File: src/rtl/instr_mem_if.sv
// Load and fetch bundle between the fetch stage (master) and the instruction memory (slave).
interface instr_mem_if #(
   parameter int unsigned ADDRESS_WIDTH = 5,
   parameter int unsigned DATA_WIDTH    = 32
);
   logic                     load_start;
   logic                     load_valid;
   logic [DATA_WIDTH-1:0]    load_data;
   logic                     load_last;
   logic                     load_ready;
   logic                     load_done;
   logic                     fetch_req;
   logic [ADDRESS_WIDTH+1:0] fetch_addr;
   logic [DATA_WIDTH-1:0]    instr;
   logic                     instr_valid;
   logic                     misaligned;

   modport master (
      output load_start, load_valid, load_data, load_last, fetch_req, fetch_addr,
      input  load_ready, load_done, instr, instr_valid, misaligned
   );

   modport slave (
      input  load_start, load_valid, load_data, load_last, fetch_req, fetch_addr,
      output load_ready, load_done, instr, instr_valid, misaligned
   );
endinterface

File: src/rtl/instr_mem.sv
// Loadable instruction memory: NOP-clears after reset, streams a program in,
// serves word-aligned byte-addressed fetches with one-cycle registered latency.
module instr_mem #(
   parameter int unsigned          ADDRESS_WIDTH = 5,
   parameter int unsigned          DATA_WIDTH    = 32,
   parameter logic [DATA_WIDTH-1:0] NOP_WORD     = DATA_WIDTH'(32'h0000_0013)
) (
   input logic         clk,
   input logic         rst,
   instr_mem_if.slave  bus
);
   localparam int unsigned DEPTH = 2 ** ADDRESS_WIDTH;
   localparam logic [ADDRESS_WIDTH-1:0] PTR_MAX = '1;

   typedef enum logic [1:0] {CLEAR, RUN, LOAD} state_t;

   state_t                   state;
   logic [ADDRESS_WIDTH-1:0] ptr;
   logic [DATA_WIDTH-1:0]    mem [DEPTH];
   logic                     we;
   logic [DATA_WIDTH-1:0]    wdata;
   logic [ADDRESS_WIDTH-1:0] word_idx;
   logic                     addr_off;

   // Shared write port: clear fill or accepted load word, always at ptr.
   always_comb begin
      we       = 1'b0;
      wdata    = NOP_WORD;
      word_idx = bus.fetch_addr[ADDRESS_WIDTH+1:2];
      addr_off = |bus.fetch_addr[1:0];
      if (!rst) begin
         if (state == CLEAR) begin
            we = 1'b1;
         end else if (state == LOAD && bus.load_valid) begin
            we    = 1'b1;
            wdata = bus.load_data;
         end
      end
   end

   always_ff @(posedge clk) begin
      if (we) mem[ptr] <= wdata;
   end

   always_ff @(posedge clk) begin
      if (rst) begin
         state           <= CLEAR;
         ptr             <= '0;
         bus.instr       <= NOP_WORD;
         bus.instr_valid <= 1'b0;
         bus.misaligned  <= 1'b0;
         bus.load_ready  <= 1'b0;
         bus.load_done   <= 1'b0;
      end else begin
         bus.instr_valid <= 1'b0;
         bus.misaligned  <= 1'b0;
         bus.load_done   <= 1'b0;
         case (state)
            CLEAR: begin
               // ptr wraps to zero on the final word, ready for the next load
               ptr <= ptr + ADDRESS_WIDTH'(1);
               if (ptr == PTR_MAX) state <= RUN;
            end
            RUN: begin
               if (bus.fetch_req) begin
                  bus.instr_valid <= 1'b1;
                  bus.misaligned  <= addr_off;
                  bus.instr       <= addr_off ? NOP_WORD : mem[word_idx];
               end
               if (bus.load_start) begin
                  state          <= LOAD;
                  ptr            <= '0;
                  bus.load_ready <= 1'b1;
               end
            end
            LOAD: begin
               if (bus.load_valid) begin
                  ptr <= ptr + ADDRESS_WIDTH'(1);
                  if (bus.load_last || ptr == PTR_MAX) begin
                     state          <= RUN;
                     ptr            <= '0;
                     bus.load_ready <= 1'b0;
                     bus.load_done  <= 1'b1;
                  end
               end
            end
            default: state <= CLEAR;
         endcase
      end
   end
endmodule

File: src/flat_wrapper.sv
// flat-port wrapper written by rule: the top's interface ports become plain ports
module instr_mem_flat 
#(
   parameter int unsigned          ADDRESS_WIDTH = 5,
   parameter int unsigned          DATA_WIDTH    = 32,
   parameter logic [DATA_WIDTH-1:0] NOP_WORD     = DATA_WIDTH'(32'h0000_0013)
)
  (clk, rst, bus_load_start, bus_load_valid, bus_load_data, bus_load_last, bus_fetch_req, bus_fetch_addr, bus_load_ready, bus_load_done, bus_instr, bus_instr_valid, bus_misaligned);
  instr_mem_if #(.ADDRESS_WIDTH(ADDRESS_WIDTH), .DATA_WIDTH(DATA_WIDTH)) bus_i ();
  input logic clk;
  input logic rst;
  input wire logic [$bits(bus_i.load_start)-1:0] bus_load_start;
  input wire logic [$bits(bus_i.load_valid)-1:0] bus_load_valid;
  input wire logic [$bits(bus_i.load_data)-1:0] bus_load_data;
  input wire logic [$bits(bus_i.load_last)-1:0] bus_load_last;
  input wire logic [$bits(bus_i.fetch_req)-1:0] bus_fetch_req;
  input wire logic [$bits(bus_i.fetch_addr)-1:0] bus_fetch_addr;
  output wire logic [$bits(bus_i.load_ready)-1:0] bus_load_ready;
  output wire logic [$bits(bus_i.load_done)-1:0] bus_load_done;
  output wire logic [$bits(bus_i.instr)-1:0] bus_instr;
  output wire logic [$bits(bus_i.instr_valid)-1:0] bus_instr_valid;
  output wire logic [$bits(bus_i.misaligned)-1:0] bus_misaligned;
  assign bus_i.load_start = bus_load_start;
  assign bus_i.load_valid = bus_load_valid;
  assign bus_i.load_data = bus_load_data;
  assign bus_i.load_last = bus_load_last;
  assign bus_i.fetch_req = bus_fetch_req;
  assign bus_i.fetch_addr = bus_fetch_addr;
  assign bus_load_ready = bus_i.load_ready;
  assign bus_load_done = bus_i.load_done;
  assign bus_instr = bus_i.instr;
  assign bus_instr_valid = bus_i.instr_valid;
  assign bus_misaligned = bus_i.misaligned;
  instr_mem #(.ADDRESS_WIDTH(ADDRESS_WIDTH), .DATA_WIDTH(DATA_WIDTH), .NOP_WORD(NOP_WORD)) u_core (.clk(clk), .rst(rst), .bus(bus_i));
endmodule
File: config.mk
export PLATFORM = sky130hd
export DESIGN_NAME = instr_mem_flat
export DESIGN_NICKNAME = d
export VERILOG_FILES = /design/src/rtl/instr_mem_if.sv /design/src/rtl/instr_mem.sv /design/src/flat_wrapper.sv
export SDC_FILE = /design/constraint.sdc
export NUM_CORES = 1
export LEC_CHECK = 0
export ABC_CLOCK_PERIOD_IN_PS = 4600
export CAP_MARGIN = 40
export CORE_MARGIN = 2
export CORE_UTILIZATION = 60
export DETAILED_ROUTE_END_ITERATION = 10
export HOLD_SLACK_MARGIN = 0.12
export PLACE_DENSITY_LB_ADDON = 0.15
export SYNTH_ARGS = -nofsm -noshare
export SYNTH_HDL_FRONTEND = slang
export SYNTH_SLANG_ARGS = --single-unit
File: constraint.sdc
create_clock -name clk -period 4.6 [get_ports clk]
set_clock_uncertainty 0.15 [all_clocks]
set_input_delay 1.15 -clock clk [delete_from_list [all_inputs] [get_ports clk]]
set_output_delay 1.15 -clock clk [all_outputs]
set_load 0.005 [all_outputs]
==> flow_metrics.py <==
metrics = {
    "status": {
        "status": "completed",
    },
    "worst_setup_path": {
        "worstSetupStartpointType": "input port",
        "worst_path_most_repeated_cell": "a2111oi_0",
        "cp_slowest_stage_delay_ns": 0.65,
        "crit_buf_inv": 2,
        "r2r_end": "u_core.mem[10][13]",
        "crit_start": "bus_fetch_addr[2]",
        "worst-setup-path-type": "input port to register",
        "cp-endpoint": "u_core.bus.instr[26]",
        "cp-end-kind": "register",
        "cp.required_ns": 4.95,
        "crit_fanout": 55,
        "r2r_cells": 7,
        "critPathTopFamily": "compound AO/OA/AOI/OAI gates",
        "r2r_start": "u_core.state[0]",
        "r2r_slack_ns": 1.58,
        "cp.arrival_ns": 3.63,
        "cp_slowest_cell": "a2111oi_0",
        "crit_cells": 7,
        "crit_path_cell_trace": "buf_8 -> buf_12 -> mux4_2 -> nor2_1 -> a2111oi_0 -> a211oi_1 -> a2111oi_0",
    },
    "timing": {
        "timing.fmax_mhz": 304,
        "slew_viol_final": 0,
        "rsz0062_at_grt": "no",
        "setup_viol": 0,
        "hold_violations": 0,
        "fin_crit_ns": 3.29,
        "relSlewSlack": 0.350,
        "tightestPinTransition_ns": 0.975,
        "setup_tns_ns": 0,
        "setup_ws_ns": 1.31,
        "fin_crit_sh": 0.715,
        "hold_slack_ns": 0.369,
    },
    "global_routing": {
        "grt_pass1_vias": 21700,
        "antenna_found_initial": 3,
        "grt_use_total": 0.293,
        "grt_max_degree": 56,
        "grt-ovfl-total": 0,
        "grt_pass1_wl_um": 147000,
    },
    "placement": {
        "place_inst": 3026,
        "dpl.hpwl_um": 59600,
        "dp_slack_ns": 0.687,
        "globalplace.congestion": 0.818,
        "placed_cell_area_um2": 43900,
        "portBuffers": 80,
    },
    "yosys": {
        "yosysTopAreaCell": "edfxtp_1",
        "yosys.area.top_type_share": 0.747,
        "synth_edf_count": 1024,
        "synthTopCellsByArea": "edfxtp_1 (75%), mux4_2 (9.3%), mux2i_1 (3.0%), dfxtp_1 (2.1%), a211oi_1 (1.1%)",
        "netlist_instances": 2047,
        "syn_area_um2": 41200,
        "ys_seq_elements": 1067,
        "syn_nets": 2103,
        "avgSynthCellArea_um2": 20.1,
        "async_reset_ff_frac": 0,
        "synth_ff_type": "edfxtp_1",
        "synth_seq_area_share": 0.768,
        "yosys_warnings": 0,
        "yosys.cell_types.count": 45,
    },
    "power_and_ir_drop": {
        "switching_power_mw": 3.92,
        "power_mw": 19.7,
        "vdd.ir_drop.worst_mv": 0.308,
        "swShare": 0.199,
        "power.leakage_nw": 14.8,
        "p_int_mw": 15.7,
        "p_per_area_nw_per_um2": 416,
        "p_clk_frac": 0.429,
        "combinationalPowerShare": 0.033,
        "p_seq_frac": 0.538,
    },
    "cells_and_area": {
        "final_cells": 3218,
        "area_delta_synth_final_pct": 14.9,
        "post-route-util": 0.693,
        "fin_area_um2": 47300,
        "fin_nets": 2304,
        "fill_cells": 4161,
        "antenna_cells": 0,
        "drive_gt1_frac": 0.243,
    },
    "flow_run": {
        "drv_cap": 0,
    },
    "clock_network": {
        "cts_buffers": 102,
        "cts_tree": "done",
        "worstSkewPairLatency_ns": 0.65,
        "cts_setup_buffers": 0,
        "cts_buffer_depth": 3,
        "htreeDepth": 3,
        "clkTransAtPathRegs_ns": 0.06,
        "postCtsResizedCells": 0,
        "cts_root_buffer": "clkbuf_16",
        "clkSinkCount": 1067,
        "cts_hold_buf": 0,
    },
    "floorplan": {
        "ios": 81,
        "die_y_um": 266,
        "die-width_um": 266,
        "dieArea_um2": 70700,
        "rows": 96,
        "initial_core_util": 0.603,
        "coreArea_um2": 68200,
    },
    "drt": {
        "drtIter0Drc": 2527,
        "first_pass_iters": 6,
        "drc_errors": 0,
        "wl_um": 102000,
        "wl_per_cell_um": 31.7,
        "postRouteAntennaNets": 0,
        "routed_via_density": 6.64,
        "vias": 21400,
    },
    "min_path": {
        "hold_path_class": "register to register",
    },
}
[cells in the final DEF, fill, tap and decap left out, types with 43 or more instances in the layout]
cell type	n
edfxtp_1	1024
mux4_2	170
mux2i_1	125
buf_4	115
clkbuf_16	105
clkdlybuf4s50_1	74
nand2_1	69
a211oi_1	61
o21ai_0	58
nor2_1	47
dfxtp_1	43
[final cells by class]
class / count / area [um2] / share of cell area
inverter: 5 / 18.8 / 0.000397
clock inverter: 54 / 562 / 0.0119
tap: 882 / 1100 / 0.0233
timing repair buffer: 214 / 2020 / 0.0426
sequential: 1067 / 31600 / 0.668
multi-input combinational: 858 / 9150 / 0.193
clock buffer: 138 / 2830 / 0.0599
[tightest hold or removal path, stage by stage (launching register included)]
cell and delay [ns]:
dfxtp_1 0.32, nand2_1 0.09, a221oi_2 0.06
[layer usage]
metal | vias up | global-route usage | share of wire
li1 | 8862 | - | -
met1 | 11200 | 0.412 | 0.39
met2 | 1115 | 0.469 | 0.49
met3 | 183 | 0.0542 | 0.091
met4 | 2 | 0.102 | 0.032
met5 | - | 0 | 0.000098
[power groups by stage]
stage	logic [mW]	clock network, mW	registers, mW
floorplan	0.414	0	10.8
global placement	0.651	0	10.8
detailed placement	0.657	0	10.8
CTS	0.661	8.52	10.6
global route	0.693	8.89	10.6
finish	0.658	8.43	10.6
[worst min-delay path by stage]
stage	start	to	slack [ns]	cells past startpoint
4_1_cts	u_core.bus.instr[21]	u_core.bus.instr[21]	0.37	2
5_1_grt	u_core.bus.instr[21]	u_core.bus.instr[21]	0.39	2
6_report	u_core.bus.instr[21]	u_core.bus.instr[21]	0.37	2
3_3_place_gp	u_core.bus.instr[14]	u_core.bus.instr[14]	0.35	2
2_1_floorplan	u_core.bus.instr[10]	u_core.bus.instr[10]	0.34	2
3_5_place_dp	u_core.bus.instr[21]	u_core.bus.instr[21]	0.36	2
[flip-flops by register name (all words and copies together) (netlist names)]
| register | flops |
|---|---|
| u_core.mem | 1024 |
| u_core.bus.instr | 32 |
| u_core.ptr | 5 |
| u_core.state | 2 |
| u_core.bus.instr_valid | 1 |
| u_core.bus.load_done | 1 |
| u_core.bus.load_ready | 1 |
| u_core.bus.misaligned | 1 |
[logic make-up (layout without fill, tap and decap cells)]
| group | count (synthesis) | in the layout | synth area share |
|---|---|---|---|
| simple gates | 241 | 241 | 0.0281 |
| fa+ha+maj | 11 | 11 | 0.00334 |
| buf+inv | 122 | 411 | 0.0165 |
| compound gates | 276 | 276 | 0.0513 |
| xor+xnor | 3 | 3 | 0.000638 |
| mux | 327 | 327 | 0.132 |
| flops | 1067 | 1067 | 0.768 |
[Yosys cell counts, types with 5 or more instances]
cell type     n
and2_1       29
o21ai_0      58
o22ai_1      31
inv_1         5
nand2b_1      5
buf_2        37
clkbuf_1     55
a2111oi_0    24
o221ai_1     28
mux4_2      170
a2111oi_1     9
buf_4         9
a211oi_1     61
dfxtp_1      43
nor2b_1      32
nand2_1      70
mux2i_1     125
mux2_2       32
edfxtp_1   1024
buf_6         8
buf_12        5
nor2_1       80
ha_1         11
a21oi_1      31
a221oi_2     28
Note: power is estimated with default switching activity, not from simulation.
